## src/rtl/acq_sequencer.sv

```systemverilog
// Acquisition sequencer: arms on start, waits for a software or external trigger,
// optionally delays, fires the generator trigger and stops it on the last tlast.
module acq_sequencer #(
  parameter int CNT_WIDTH     = 32,
  parameter int PKT_CNT_WIDTH = 16,
  parameter int SYNC_STAGES   = 2
) (
  input  logic                     aclk,
  input  logic                     resetn,
  input  logic                     ctl_start,
  input  logic                     ctl_abort,
  input  logic                     cfg_trig_src,
  input  logic [CNT_WIDTH-1:0]     cfg_delay,
  input  logic [PKT_CNT_WIDTH-1:0] cfg_num_pkts,
  input  logic                     ext_trig,
  input  logic                     mon_tvalid,
  input  logic                     mon_tready,
  input  logic                     mon_tlast,
  output logic                     dp_trig,
  output logic                     dp_resetn,
  output logic                     sts_busy,
  output logic                     sts_armed,
  output logic                     sts_done,
  output logic                     sts_aborted,
  output logic [PKT_CNT_WIDTH-1:0] sts_pkt_count,
  output logic [CNT_WIDTH-1:0]     sts_stall_cycles
);

  typedef enum logic [1:0] {S_IDLE, S_ARMED, S_DELAY, S_RUN} state_t;

  localparam logic [CNT_WIDTH-1:0]     CNT_ONE = 1;
  localparam logic [CNT_WIDTH-1:0]     CNT_MAX = '1;
  localparam logic [PKT_CNT_WIDTH-1:0] PKT_ONE = 1;

  state_t                     state_q, state_d;
  logic                       cfg_trig_src_q;
  logic [CNT_WIDTH-1:0]       cfg_delay_q;
  logic [PKT_CNT_WIDTH-1:0]   cfg_num_pkts_q;
  logic [CNT_WIDTH-1:0]       delay_cnt_q;
  logic [SYNC_STAGES-1:0]     sync_q;
  logic                       sync_prev_q;
  logic                       ext_edge_q;
  logic                       dp_trig_q;
  logic                       done_q;
  logic                       aborted_q;
  logic [PKT_CNT_WIDTH-1:0]   pkt_count_q;
  logic [CNT_WIDTH-1:0]       stall_q;

  logic                       start_ok, abort_ok, trig_event, hs, final_hs;
  logic [PKT_CNT_WIDTH-1:0]   pkt_count_inc;

  assign start_ok      = ctl_start && (state_q == S_IDLE);
  assign abort_ok      = ctl_abort && (state_q != S_IDLE);
  // ext_edge_q is a single-cycle pulse, so edges seen outside ARMED simply expire.
  assign trig_event    = (state_q == S_ARMED) && (cfg_trig_src_q ? ext_edge_q : 1'b1);
  assign hs            = (state_q == S_RUN) && mon_tvalid && mon_tready && mon_tlast;
  assign pkt_count_inc = pkt_count_q + PKT_ONE;
  assign final_hs      = hs && (cfg_num_pkts_q != '0) && (pkt_count_inc == cfg_num_pkts_q);

  // NOTE: every signal assigned here gets a default first so no latch is inferred.
  always_comb begin
    state_d = state_q;
    case (state_q)
      S_IDLE:  if (start_ok) state_d = S_ARMED;
      S_ARMED: begin
        if (abort_ok)                 state_d = S_IDLE;
        else if (trig_event)          state_d = (cfg_delay_q == '0) ? S_RUN : S_DELAY;
      end
      S_DELAY: begin
        if (abort_ok)                 state_d = S_IDLE;
        else if (delay_cnt_q == CNT_ONE) state_d = S_RUN;
      end
      S_RUN: begin
        // Completion beats a coincident abort.
        if (final_hs || abort_ok)     state_d = S_IDLE;
      end
      default:                        state_d = S_IDLE;
    endcase
  end

  // NOTE: state is updated with non-blocking assignments so all flops see pre-edge values.
  always_ff @(posedge aclk) begin
    if (!resetn) begin
      state_q        <= S_IDLE;
      cfg_trig_src_q <= 1'b0;
      cfg_delay_q    <= '0;
      cfg_num_pkts_q <= '0;
      delay_cnt_q    <= '0;
      sync_q         <= '0;
      sync_prev_q    <= 1'b0;
      ext_edge_q     <= 1'b0;
      dp_trig_q      <= 1'b0;
      done_q         <= 1'b0;
      aborted_q      <= 1'b0;
      pkt_count_q    <= '0;
      stall_q        <= '0;
    end else begin
      state_q     <= state_d;
      sync_q      <= {sync_q[SYNC_STAGES-2:0], ext_trig};
      sync_prev_q <= sync_q[SYNC_STAGES-1];
      ext_edge_q  <= sync_q[SYNC_STAGES-1] && !sync_prev_q;
      dp_trig_q   <= (state_d == S_RUN) && (state_q != S_RUN);
      done_q      <= final_hs;

      if (start_ok) begin
        cfg_trig_src_q <= cfg_trig_src;
        cfg_delay_q    <= cfg_delay;
        cfg_num_pkts_q <= cfg_num_pkts;
        aborted_q      <= 1'b0;
        pkt_count_q    <= '0;
        stall_q        <= '0;
      end else begin
        if (abort_ok && !final_hs) aborted_q <= 1'b1;
        if (hs) pkt_count_q <= pkt_count_inc;
        if ((state_q == S_RUN) && mon_tvalid && !mon_tready && (stall_q != CNT_MAX))
          stall_q <= stall_q + CNT_ONE;
      end

      if (trig_event)               delay_cnt_q <= cfg_delay_q;
      else if (state_q == S_DELAY)  delay_cnt_q <= delay_cnt_q - CNT_ONE;
    end
  end

  // The final handshake drops dp_resetn in its own cycle so nothing passes after the last tlast.
  assign dp_resetn        = (state_q != S_IDLE) && !final_hs;
  assign dp_trig          = dp_trig_q;
  assign sts_busy         = (state_q != S_IDLE);
  assign sts_armed        = (state_q == S_ARMED);
  assign sts_done         = done_q;
  assign sts_aborted      = aborted_q;
  assign sts_pkt_count    = pkt_count_q;
  assign sts_stall_cycles = stall_q;

endmodule
```

## config.mk

```make
export PLATFORM = sky130hd
export DESIGN_NAME = acq_sequencer
export DESIGN_NICKNAME = d
export VERILOG_FILES = /design/src/rtl/acq_sequencer.sv
export SDC_FILE = /design/constraint.sdc
export NUM_CORES = 1
export LEC_CHECK = 0
export CORE_AREA = 2 2 112 114
export DETAILED_ROUTE_END_ITERATION = 12
export DIE_AREA = 0 0 114 116
export DONT_BUFFER_PORTS = 1
export PLACE_DENSITY = 0.71
export SYNTH_ARGS = -nofsm -noshare
export SYNTH_HDL_FRONTEND = slang
export SYNTH_SLANG_ARGS = --single-unit
export TNS_END_PERCENT = 1
```

## constraint.sdc

```tcl
create_clock -name aclk -period 4.61 [get_ports aclk]
set_input_delay 1.383 -clock aclk [delete_from_list [all_inputs] [get_ports aclk]]
set_output_delay 1.383 -clock aclk [all_outputs]
set_load 0.02 [all_outputs]
```

# --- After elaboration in Yosys (flattened, before gate mapping) ---
# Cells that the tools add are included.
classes:
  n_addsub: 3
  eq_ne: 8
  mux: 11
  n_bitwise: 1
  reduce_logical: 24
op_table:
  columns: ["op", "n"]
  rows:
  - ["$mux 32", 2]
  - ["$add 32x1->32 const B", 1]
  - ["$eq 32x1->1 const B", 1]
  - ["$logic_not 32->1", 1]
  - ["$ne 32x32->1 const B", 1]
  - ["$sub 32x1->32 const B", 1]
  - ["$add 16x1->16 const B", 1]
  - ["$eq 16x16->1", 1]
  - ["$reduce_bool 16->1", 1]
  - ["$logic_and 1x1->1", 14]
  - ["$mux 2", 6]
  - ["$pmux 2 s4", 1]
  - ["$eq 2x2->1 const B", 3]
  - ["$reduce_bool 2->1", 2]
  - ["$logic_not 1->1", 3]
  - ["$eq 2x1->1 const B", 1]
  - ["$logic_not 2->1", 1]
  - ["$mux 1", 2]
  - ["$ne 2x2->1 const B", 1]
  - ["$reduce_or 2->1", 1]
  - ["$logic_or 1x1->1", 1]
  - ["$not 1->1", 1]
word_totals:
  regBits: 138
  inputBits: 57
  out_inout_bits: 54
  word_cells: 60

# --- Logic depth before layout (Yosys ltp) ---
logic_depth:
  depth_word: 11
  depth_mapped: 8
  ltp_nobuf: 7

# --- Worst setup path before layout ---
# No wires, ideal clock.
synth_timing:
  path_type: "input port to output port"
  from: "in mon_tvalid"
  to: "out dp_resetn"
  t_arrival_ps: 2537
  required_time_ps: 3227
  slack_ps: 690
  cell_stages: 6
  n_path_buf: 0
  cell_sequence: "and3_1 -> and3_1 -> o211ai_1 -> a2111oi_0 -> and4_1 -> nor2_1"
synth_via:
  elab_chain_len: 7
synth_lines:
  columns: ["item", "line", "text"]
  rows:
  - ["from (decl)", "16", "input logic mon_tvalid,"]
  - ["$logic_and 1x1->1 (3 in series)", "56", "assign hs = (state_q == S_RUN) && mon_tvalid && mon_tready && mon_tlast;"]
  - ["$logic_and 1x1->1 (2 in series)", "58", "assign final_hs = hs && (cfg_num_pkts_q != '0) && (pkt_count_inc == cfg_num_pkts_q);"]
  - ["$logic_not 1->1", "125", "assign dp_resetn = (state_q != S_IDLE) && !final_hs;"]
  - ["$logic_and 1x1->1", "125", null]
  - ["to (decl)", "20", "output logic dp_resetn,"]
# Every way passes these cells.

# --- Final worst setup path ---
layout_timing:
  from: "reg pkt_count_q[1], in the netlist sts_pkt_count[1]"
  to: "out dp_resetn"
layout_via:
  elab_chain_len: 5
layout_lines:
  columns: ["item", "line", "text"]
  rows:
  - ["from (decl)", "46", "logic [PKT_CNT_WIDTH-1:0] pkt_count_q;"]
  - ["from (signal assigned)", "114", "if (hs) pkt_count_q <= pkt_count_inc;"]
  - ["$add 16x1->16", "57", "assign pkt_count_inc = pkt_count_q + PKT_ONE;"]
  - ["$eq 16x16->1", "58", null]
  - ["$logic_and 1x1->1", "58", null]
  - ["$logic_not 1->1", "125", null]
  - ["$logic_and 1x1->1", "125", null]
# Every way passes these cells.

==> impl_metrics.env <==
export IMPL_synth_edff_count=0
export IMPL_final_cell_mix="nand2_1, dfxtp_1, a21oi_1, nor2_1"
export IMPL_die_w_um=114
export IMPL_root_buffer="clkbuf_16"
export IMPL_slew_headroom=0.3115
export IMPL_clock_sinks=138
export IMPL_report_final_slew_viol_count=0
export IMPL_tns_ns=0
export IMPL_gp_congestion=0.8383
export IMPL_rsz0062_at_grt="no"
export IMPL_vias_per_cell=6.117
export IMPL_first_pass_iters=5
export IMPL_io_pin_count=111
export IMPL_required_ns=3.23
export IMPL_dpl_hpwl_um=11640
export IMPL_r2r_end="sts_aborted$_SDFFE_PP0P_"
export IMPL_synthFlopType="dfxtp_1"
export IMPL_yosysSeqAreaShare=0.4175
export IMPL_leakagePower_nw=2.485
export IMPL_diodes=0
export IMPL_crit_end="dp_resetn"
export IMPL_final_nets=881
export IMPL_core_mm2=0.01191
export IMPL_area_growth_pct=9.775
export IMPL_drive_gt1_frac=0.06723
export IMPL_power_density_mw_per_mm2=415.9
export IMPL_initial_utilization=0.5556
export IMPL_r2r_cells=7
export IMPL_ys_async_sr_fraction=0
export IMPL_r2r_slack_ns=1.85
export IMPL_skew_ns=0.007684
export IMPL_ys_seq_elements=138
export IMPL_cts_resized_gates=0
export IMPL_period_share=0.9677
export IMPL_grtUsageTotal=0.2546
export IMPL_syn_nets=900
export IMPL_numPortBuffers=0
export IMPL_layout_commonest_cell="nand2_1"
export IMPL_cp_arrival_ns=3.08
export IMPL_critPathLaunch="sts_pkt_count[1]$_SDFFE_PP0P_"
export IMPL_clk_latency_ns=0.42
export IMPL_fmax_ghz=0.2242
export IMPL_dieArea_mm2=0.01322
export IMPL_final_core_util=0.6099
export IMPL_postCtsSetupRepairBufs=0
export IMPL_worst_slew_pin_slew_ns=1.030
export IMPL_grt_pass1_wl_um=27100
export IMPL_postRouteWirelength_um=16530
export IMPL_final_cells=980
export IMPL_h_tree_depth=4
export IMPL_clkTransAtPathRegs_ns=0.06
export IMPL_grt_pass1_vias=5630
export IMPL_whs_ns=0.3849
export IMPL_cts_made_buffers=17
export IMPL_ys_warn_count=0
export IMPL_drc_errors=0
export IMPL_drv_cap=0
export IMPL_synthCells=839
export IMPL_cp_start_kind="flip-flop"
export IMPL_cts_tree="built"
export IMPL_antenna_found_initial=0
export IMPL_rows=40
export IMPL_overflow=0
export IMPL_hold_viol=0
export IMPL_grt_max_degree=51
export IMPL_synth_area_mm2=0.006618
export IMPL_hold_path_class="flip-flop to flip-flop"
export IMPL_drt_iter0_drc=476
export IMPL_r2r_start="sts_pkt_count[1]$_SDFFE_PP0P_"
export IMPL_holdPathStages=1
export IMPL_path_class="flip-flop to output pin"
export IMPL_hold_buffers=0
export IMPL_syn_area_per_cell_um2=7.887
export IMPL_endpoint_kind="output pin"
export IMPL_wire_per_inst_um=16.87
export IMPL_ant_nets=0
export IMPL_ys_types=59
export IMPL_dp_cells=948
export IMPL_num_vias=5995
export IMPL_fin_crit_ns=4.461
export IMPL_peakVddDrop_uv=287.0
export IMPL_run_status="completed"
export IMPL_clk_path_buf_depth=2
export IMPL_die_h_um=116
export IMPL_cp_max_fo=8
export IMPL_setup_viol=0
-- layout make-up --
class | count | area, µm²
clock buffers | 17 | 425.4
clock inverters | 15 | 151.4
fillers | 1068 | 4647
inverters | 10 | 37.54
multi-input cells | 645 | 3643
flip-flops and latches | 138 | 2763
well taps | 147 | 183.9
repair buffers | 8 | 60.06
-- worst min-delay path by stage --
stage                                 startpoint  slack [ns]                     to
after CTS                 sync_prev_q$_SDFF_PN0_        0.39  ext_edge_q$_SDFF_PN0_
after global routing      sync_prev_q$_SDFF_PN0_        0.40  ext_edge_q$_SDFF_PN0_
after global placement    sync_prev_q$_SDFF_PN0_        0.38  ext_edge_q$_SDFF_PN0_
final                     sync_prev_q$_SDFF_PN0_        0.38  ext_edge_q$_SDFF_PN0_
after floorplan           sync_prev_q$_SDFF_PN0_        0.37  ext_edge_q$_SDFF_PN0_
after detailed placement  sync_prev_q$_SDFF_PN0_        0.38  ext_edge_q$_SDFF_PN0_
-- flip-flops by register name (all words and copies together), names as in the netlist --
register,cells
cfg_delay_q,32
delay_cnt_q,32
sts_stall_cycles,32
cfg_num_pkts_q,16
sts_pkt_count,16
state_q,2
sync_q,2
cfg_trig_src_q,1
dp_trig,1
ext_edge_q,1
sts_aborted,1
sts_done,1
sync_prev_q,1
-- cells in the mapped netlist, drive strengths merged (3+ instances only) --
library cell,count,share of area
and4,5,0.0066
nor2,78,0.044
a32oi,3,0.0040
or3,16,0.015
a21oi,90,0.068
ha,4,0.0076
nand3b,3,0.0053
nand2b,6,0.0057
buf,10,0.0064
dfxtp,138,0.42
clkbuf,36,0.021
and3,16,0.015
a21o,3,0.0034
o21ai,23,0.017
nand2,153,0.087
nor4,30,0.035
and2,6,0.0057
a221oi,4,0.0053
a22oi,5,0.0057
a31oi,9,0.0085
o21a,5,0.0057
nor3,20,0.015
nor2b,4,0.0038
o211ai,12,0.014
xnor2,31,0.041
inv,9,0.0051
nor4b,3,0.0040
xor2,28,0.037
o311ai,7,0.0093
nand4,27,0.026
nand3,32,0.025
-- metrics by stage --
step	cell area (µm²)	setup slack (ns)	total power [mW]
floorplan	6618	0.6898	1.625
global placement	6688	0.4675	1.702
detailed placement	6688	0.4701	1.715
CTS	7264	0.1917	3.032
global route	7264	0.04006	3.151
finish	7264	0.1488	3.021
-- logic make-up (layout without fill, tap and decap cells) --
logic type | count (synthesis) | after routing | synth area share
DFF | 138 | 138 | 0.4175
xor gates and xnor gates | 59 | 59 | 0.07809
muxes | 1 | 1 | 0.001702
and+or+nand+nor | 409 | 409 | 0.3061
buffers and inverters | 56 | 50 | 0.03271
AOI/OAI and AO/OA | 172 | 172 | 0.1564
adders and majority gates | 4 | 4 | 0.007563
-- layer usage --
metal	up-vias	wire length [µm]	track usage
li1	2947	-	-
met1	2859	7073	0.3028
met2	167	8193	0.4425
met3	22	1007	0.07531
met4	0	254	0.08374
met5	-	0	0
-- where the power goes --
part           switching [mW]  internal [mW]  total, mW
clock                   0.533          0.795       1.33
sequential             0.0594           1.25       1.31
combinational           0.251          0.133      0.384
-- critical path, stage by stage, from the launching register on --
cell and delay [ns]:
dfxtp_1 0.53, ha_1 0.33, nand3_2 0.19, o21a_1 0.25
or4b_2 0.60, a32oi_1 0.26, and4_1 0.36, nor2_1 0.16
Note: power is estimated with default switching activity, not from simulation.
